[config.mk]
export PLATFORM = sky130hd
export DESIGN_NAME = cpu6502_interrupt_controller_flat
export DESIGN_NICKNAME = d
export VERILOG_FILES = /design/src/rtl/cpu6502_interrupt_controller_if.sv /design/src/rtl/cpu6502_interrupt_controller.sv /design/src/flat_wrapper.sv
export SDC_FILE = /design/constraint.sdc
export NUM_CORES = 1
export LEC_CHECK = 0
export ABC_AREA = 1
export CAP_MARGIN = 40
export CORE_MARGIN = 2
export CORE_UTILIZATION = 41
export DETAILED_ROUTE_END_ITERATION = 6
export PLACE_DENSITY = 0.77
export SLEW_MARGIN = 20
export SYNTH_ARGS = -nofsm -noshare
export SYNTH_HDL_FRONTEND = slang
export SYNTH_SLANG_ARGS = --single-unit
[constraint.sdc]
create_clock -name clock -period 1.35 [get_ports clock]
set_input_delay 0.135 -clock clock [delete_from_list [all_inputs] [get_ports clock]]
set_output_delay 0.135 -clock clock [all_outputs]
set_load 0.03 [all_outputs]
[src/rtl/cpu6502_interrupt_controller_if.sv]
// Interrupt front-end bus: CPU microsequencer (master) <-> interrupt controller (slave).
interface cpu6502_interrupt_controller_if;
  logic        enable;
  logic        nNMI;
  logic        nIRQ;
  logic        iFlag;
  logic        pollStrobe;
  logic        serviceStart;
  logic        brkOpcode;
  logic        vectorLatch;
  logic        vectorAck;
  logic        interruptRequest;
  logic [15:0] vectorAddress;
  logic        vectorIsNmi;
  logic        pushBFlag;
  logic        resetSequence;

  modport master (
    output enable, nNMI, nIRQ, iFlag, pollStrobe, serviceStart, brkOpcode,
           vectorLatch, vectorAck,
    input  interruptRequest, vectorAddress, vectorIsNmi, pushBFlag, resetSequence
  );

  modport slave (
    input  enable, nNMI, nIRQ, iFlag, pollStrobe, serviceStart, brkOpcode,
           vectorLatch, vectorAck,
    output interruptRequest, vectorAddress, vectorIsNmi, pushBFlag, resetSequence
  );
endinterface

[src/rtl/cpu6502_interrupt_controller.sv]
// 6502 interrupt front end: pin synchronisers, NMI edge latch, poll decision,
// vector selection with NMI hijack, and reset-sequence tracking.
// All state advances on the falling clock edge, qualified by enable.
module cpu6502_interrupt_controller #(
  parameter int unsigned SYNC_STAGES  = 2,
  parameter logic [15:0] RESET_VECTOR = 16'hFFFC,
  parameter logic [15:0] NMI_VECTOR   = 16'hFFFA,
  parameter logic [15:0] IRQ_VECTOR   = 16'hFFFE
) (
  input  logic                           clock,
  input  logic                           reset,
  cpu6502_interrupt_controller_if.slave  bus
);

  typedef enum logic [1:0] {
    ST_IDLE      = 2'd0,
    ST_RESET_SEQ = 2'd1,
    ST_SERVICE   = 2'd2
  } state_t;

  logic [SYNC_STAGES-1:0] nmiSync_q, nmiSync_d;
  logic [SYNC_STAGES-1:0] irqSync_q, irqSync_d;
  logic                   nmiPrev_q, nmiPrev_d;
  logic                   nmiLatch_q, nmiLatch_d;
  state_t                 state_q, state_d;
  // Set for a sequence started from reset; doubles as resetSequence.
  logic                   fromReset_q, fromReset_d;
  logic                   intReq_q, intReq_d;
  logic [15:0]            vecAddr_q, vecAddr_d;
  logic                   vecIsNmi_q, vecIsNmi_d;
  logic                   pushB_q, pushB_d;

  logic                   nmiSync;
  logic                   irqSync;
  logic                   nmiEdge;
  logic                   irqActive;

  assign nmiSync   = nmiSync_q[SYNC_STAGES-1];
  assign irqSync   = irqSync_q[SYNC_STAGES-1];
  assign nmiEdge   = nmiPrev_q & ~nmiSync;
  assign irqActive = ~irqSync & ~bus.iFlag;

  // State register: falling edge, async reset, everything frozen when enable=0.
  always_ff @(negedge clock or posedge reset) begin
    if (reset) begin
      nmiSync_q   <= '1;
      irqSync_q   <= '1;
      nmiPrev_q   <= 1'b1;
      nmiLatch_q  <= 1'b0;
      state_q     <= ST_RESET_SEQ;
      fromReset_q <= 1'b1;
      intReq_q    <= 1'b1;
      vecAddr_q   <= RESET_VECTOR;
      vecIsNmi_q  <= 1'b0;
      pushB_q     <= 1'b0;
    end else if (bus.enable) begin
      nmiSync_q   <= nmiSync_d;
      irqSync_q   <= irqSync_d;
      nmiPrev_q   <= nmiPrev_d;
      nmiLatch_q  <= nmiLatch_d;
      state_q     <= state_d;
      fromReset_q <= fromReset_d;
      intReq_q    <= intReq_d;
      vecAddr_q   <= vecAddr_d;
      vecIsNmi_q  <= vecIsNmi_d;
      pushB_q     <= pushB_d;
    end
  end

  // Next-state: synchroniser shift, NMI latch, poll decision and sequence control.
  always_comb begin
    nmiSync_d   = {nmiSync_q[SYNC_STAGES-2:0], bus.nNMI};
    irqSync_d   = {irqSync_q[SYNC_STAGES-2:0], bus.nIRQ};
    nmiPrev_d   = nmiSync;
    nmiLatch_d  = nmiLatch_q;
    state_d     = state_q;
    fromReset_d = fromReset_q;
    intReq_d    = intReq_q;
    vecAddr_d   = vecAddr_q;
    vecIsNmi_d  = vecIsNmi_q;
    pushB_d     = pushB_q;

    case (state_q)
      ST_IDLE: begin
        if (bus.pollStrobe) intReq_d = nmiLatch_q | irqActive;
        if (bus.serviceStart) begin
          state_d     = ST_SERVICE;
          fromReset_d = 1'b0;
          pushB_d     = bus.brkOpcode;
          intReq_d    = 1'b0;
        end
      end
      ST_RESET_SEQ: begin
        if (bus.serviceStart) begin
          state_d  = ST_SERVICE;
          pushB_d  = 1'b0;
          intReq_d = 1'b0;
        end
      end
      ST_SERVICE: begin
        if (bus.vectorLatch) begin
          if (fromReset_q) begin
            vecAddr_d  = RESET_VECTOR;
            vecIsNmi_d = 1'b0;
          end else if (nmiLatch_q) begin
            vecAddr_d  = NMI_VECTOR;
            vecIsNmi_d = 1'b1;
          end else begin
            vecAddr_d  = IRQ_VECTOR;
            vecIsNmi_d = 1'b0;
          end
        end
        if (bus.vectorAck) begin
          state_d     = ST_IDLE;
          fromReset_d = 1'b0;
          if (vecIsNmi_q) nmiLatch_d = 1'b0;
        end
      end
      default: state_d = ST_RESET_SEQ;
    endcase

    // A fresh edge beats a same-cycle acknowledge clear.
    if (nmiEdge) nmiLatch_d = 1'b1;
  end

  assign bus.interruptRequest = intReq_q;
  assign bus.vectorAddress    = vecAddr_q;
  assign bus.vectorIsNmi      = vecIsNmi_q;
  assign bus.pushBFlag        = pushB_q;
  assign bus.resetSequence    = fromReset_q;

endmodule

[src/flat_wrapper.sv]
// flat-port wrapper written by rule: the top's interface ports become plain ports
module cpu6502_interrupt_controller_flat 
#(
  parameter int unsigned SYNC_STAGES  = 2,
  parameter logic [15:0] RESET_VECTOR = 16'hFFFC,
  parameter logic [15:0] NMI_VECTOR   = 16'hFFFA,
  parameter logic [15:0] IRQ_VECTOR   = 16'hFFFE
)
  (clock, reset, bus_enable, bus_nNMI, bus_nIRQ, bus_iFlag, bus_pollStrobe, bus_serviceStart, bus_brkOpcode, bus_vectorLatch, bus_vectorAck, bus_interruptRequest, bus_vectorAddress, bus_vectorIsNmi, bus_pushBFlag, bus_resetSequence);
  cpu6502_interrupt_controller_if bus_i ();
  input  logic clock;
  input  logic reset;
  input wire logic [$bits(bus_i.enable)-1:0] bus_enable;
  input wire logic [$bits(bus_i.nNMI)-1:0] bus_nNMI;
  input wire logic [$bits(bus_i.nIRQ)-1:0] bus_nIRQ;
  input wire logic [$bits(bus_i.iFlag)-1:0] bus_iFlag;
  input wire logic [$bits(bus_i.pollStrobe)-1:0] bus_pollStrobe;
  input wire logic [$bits(bus_i.serviceStart)-1:0] bus_serviceStart;
  input wire logic [$bits(bus_i.brkOpcode)-1:0] bus_brkOpcode;
  input wire logic [$bits(bus_i.vectorLatch)-1:0] bus_vectorLatch;
  input wire logic [$bits(bus_i.vectorAck)-1:0] bus_vectorAck;
  output wire logic [$bits(bus_i.interruptRequest)-1:0] bus_interruptRequest;
  output wire logic [$bits(bus_i.vectorAddress)-1:0] bus_vectorAddress;
  output wire logic [$bits(bus_i.vectorIsNmi)-1:0] bus_vectorIsNmi;
  output wire logic [$bits(bus_i.pushBFlag)-1:0] bus_pushBFlag;
  output wire logic [$bits(bus_i.resetSequence)-1:0] bus_resetSequence;
  assign bus_i.enable = bus_enable;
  assign bus_i.nNMI = bus_nNMI;
  assign bus_i.nIRQ = bus_nIRQ;
  assign bus_i.iFlag = bus_iFlag;
  assign bus_i.pollStrobe = bus_pollStrobe;
  assign bus_i.serviceStart = bus_serviceStart;
  assign bus_i.brkOpcode = bus_brkOpcode;
  assign bus_i.vectorLatch = bus_vectorLatch;
  assign bus_i.vectorAck = bus_vectorAck;
  assign bus_interruptRequest = bus_i.interruptRequest;
  assign bus_vectorAddress = bus_i.vectorAddress;
  assign bus_vectorIsNmi = bus_i.vectorIsNmi;
  assign bus_pushBFlag = bus_i.pushBFlag;
  assign bus_resetSequence = bus_i.resetSequence;
  cpu6502_interrupt_controller #(.SYNC_STAGES(SYNC_STAGES), .RESET_VECTOR(RESET_VECTOR), .NMI_VECTOR(NMI_VECTOR), .IRQ_VECTOR(IRQ_VECTOR)) u_core (.clock(clock), .reset(reset), .bus(bus_i));
endmodule
Word level (Yosys, flattened, before mapping)
Index checks and enable logic that the tools add are counted.

word-level totals
  memory bits (writable) = 0
  output and inout bits = 20
  logic and storage cells = 55
  memories kept = 0
  memory bits (read-only) = 0
  input bits = 11
  bits in latches = 0
  register bits after elaboration = 28

operators by class
  bitwise gates (word level) = 6
  multiplexer cells = 19
  $add $sub $neg = 0
  magnitude comparators = 0
  shift-type cells = 0
  reduce and logical (&&, ||, !) cells = 13
  equality and inequality tests = 7
  divide/modulo/power cells = 0
  $mul = 0

operator list
  operator                                                                 count
  16-bit two-way mux                                                       1
  4-bit AND reduction                                                      4
  1-bit two-way mux                                                        11
  2-bit nonzero test                                                       5
  2-bit inequality test, second input constant                             3
  1-bit case mux with 2 select lines                                       3
  3-bit AND reduction                                                      2
  2-bit two-way mux                                                        2
  2-bit case mux with 2 select lines                                       1
  3-bit two-way mux                                                        1
  3-bit inequality test, second input constant                             1
  1-bit inverter                                                           3
  1-bit AND                                                                2
  2-bit by 1-bit == test with 1-bit output, second input constant          1
  2-bit == test, second input constant                                     1
  2-bit logical NOT                                                        1
  2-bit by 1-bit inequality test with 1-bit output, second input constant  1
  2-bit OR reduction                                                       1
  1-bit OR                                                                 1

Longest topological paths before layout
  word-level depth = 6
  depth in mapped cells = 6
  depth with buffers taken out = 6

==> run metrics <==
status finished with violations; failing checks negative setup slack; Setup crit start kind flip-flop; cell breakdown of the critical path buf_6; H-tree Lvls 1; leakage power 0.5701 nW; kind of cell adding the most delay to the critical path flip-flops; # IOs 31; DP Wirelength 1.178 mm; largest net degree at the start of global routing 13; ant diodes 0; std cell rows 15; skew final 0.05713 ns; Distinct cells, synth 20; CP Class flip-flop to output port; Post-Synthesis Cells 91; CTS Buf Count 3; Reg clk slew, reported paths 0.03 ns; worst-case clock buffer depth 2; Setup Slack @ Placement -0.5676 ns; Area growth syn-to-layout 37.17%; total grt overflow 0; DRT antenna net count 0; crit-path max FO 2; Synth warnings 0; critical path buffer and inverter count 1; core area 1745 sq um; placed insts 139; vias in the first global route 584; fin util 60.57%; cts hold-fix bufs 0; gr usage total 15.45%; Hold Crit Class flip-flop to flip-flop; number of max-cap violations 0; initial antenna violation count 0; Port Buffers 16; Placer Congestion 0.7619; DRC errors left 0; Cell Pwr Density 1467 nW/um^2; DR WL/cell 9.204 um; CP Capture Type output port; CP peak stage delay 0.53 ns; footprint of the multi-input gates 299.0 sq um; CP max-delay cell dfstp_2; Iteration-0 DRC Markers 10; Final Non-Filler Cells 152; layout cells sized above 1 30.71%; Nets 139; initial core utilization 44.16%; Slew Limit Fails 0; Final Hold Violating Endpoints 0; placed instance area 963.4 sq um; VDD IR max 0.8108 mV; Worst Path Arrival 1.67 ns; final setup fails 6; Netlist Area Pre-Place 770.7 sq um; Seq cells post-synth 14; Horiz. Die Dim 47.36 um; routed vias 634; FF/Latch Area 361.6 sq um; DRT Pass-1 Iters 4; RSZ-0062 raised after global routing yes; worst setup margin -0.4508 ns; post-synthesis sequential area ratio 46.92%; Crit path required time 1.22 ns; clk root buf clkbuf_4; CTS tree built; first-pass GRT wire length 2.339 mm; Clk Latency, worst-skew pair 0.34 ns; drt total wl 1.399 mm; Tot Pwr 1.551 mW; # clock sinks 14; DIE AREA 2243 sq um; design area 1057 sq um; vias per inst 4.171; Mapped Avg Cell Area 8.470 sq um; fill count 167; die span in y 47.36 um
[cell usage after synthesis]
library cell | instances | share of area, %
nand2_1 | 24 | 12
buf_4 | 14 | 14
dfstp_2 | 9 | 31
inv_1 | 8 | 3.9
nor2_1 | 7 | 3.4
o21ai_1 | 6 | 3.9
dfrtn_1 | 5 | 16
inv_2 | 3 | 1.5
a21oi_1 | 2 | 1.3
conb_1 | 2 | 0.97
nand3_2 | 2 | 2.6
buf_6 | 1 | 1.5
nand2_2 | 1 | 0.81
nand3_1 | 1 | 0.65
nand3_4 | 1 | 2.3
nand3b_1 | 1 | 0.97
nand4_1 | 1 | 0.81
nor2_2 | 1 | 0.81
nor2_4 | 1 | 1.5
o211ai_1 | 1 | 0.97
[state kept, by name, indices dropped and copies added, names as in the netlist]
name / flops
u_core.bus.vectorAddress: 2
u_core.irqSync_q: 2
u_core.nmiSync_q: 2
u_core.state_q: 2
u_core.bus.interruptRequest: 1
u_core.bus.pushBFlag: 1
u_core.bus.resetSequence: 1
u_core.bus.vectorIsNmi: 1
u_core.nmiLatch_q: 1
u_core.nmiPrev_q: 1
[final timing paths]
path	depth (start not counted)	from	slack (ns)	endpoint
max	1	u_core.bus.vectorAddress[2]	-0.45	bus_vectorAddress[2]
min	2	u_core.irqSync_q[0]	0.46	u_core.irqSync_q[0]
max reg2reg	5	u_core.state_q[1]	0.29	u_core.bus.vectorIsNmi
min reg2reg	2	u_core.irqSync_q[0]	0.46	u_core.irqSync_q[0]
max in group asynchronous	3	reset	0.38	u_core.irqSync_q[0]
min in group asynchronous	3	reset	0.70	u_core.bus.vectorIsNmi
[layout make-up]
type	instances	area share, %
clock buffer	4	2.485
clock inverter	9	3.195
inverter	10	3.787
multi-input combinational	63	28.28
sequential	14	34.20
tap	25	2.959
timing repair buffer	27	25.09
[layer usage]
layer	up-vias	global-route usage (%)	share of wire, %
li1	323	-	-
met4	0	5.000	0
met3	0	5.769	5.6
met1	292	17.90	39
met2	19	26.22	55
met5	-	0	0
[placed cells by master, fill, tap and decap left out, types with 5 or more instances in the layout]
master	instances
dfrtn_1	5
conb_1	14
dfstp_2	9
buf_6	7
nand2_1	24
nor2_1	6
o21ai_1	6
clkdlybuf4s50_1	5
buf_4	9
inv_1	16
[kinds of logic after synthesis]
kind of cell	Yosys count	synth area share (%)
other	2	0.9744
buffers and inverters	26	20.45
AOI/OAI and AO/OA	9	6.169
and+or+nand+nor	40	25.49
DFF	14	46.92
[through the flow]
step | TNS (ns) | hold slack [ns]
2_1_floorplan | -0.2132 | 0.4238
3_3_place_gp | -6.772 | 0.4448
3_5_place_dp | -7.303 | 0.4584
4_1_cts | -2.336 | 0.4632
5_1_grt | -2.515 | 0.4793
6_report | -2.259 | 0.4611
[repair_timing]
action | in CTS | in global routing
buffers inserted | 0 | 1
pin swaps | 1 | 3
gates resized for setup | 11 | 4
endpoints found under the setup margin | 19 | 8
[where the power goes]
group	total, mW	internal, mW	switching (mW)
logic	0.595	0.262	0.333
registers	0.610	0.545	0.0652
clock network	0.345	0.149	0.196
total	1.55	0.957	0.594
Note: power is estimated with default switching activity, not from simulation.
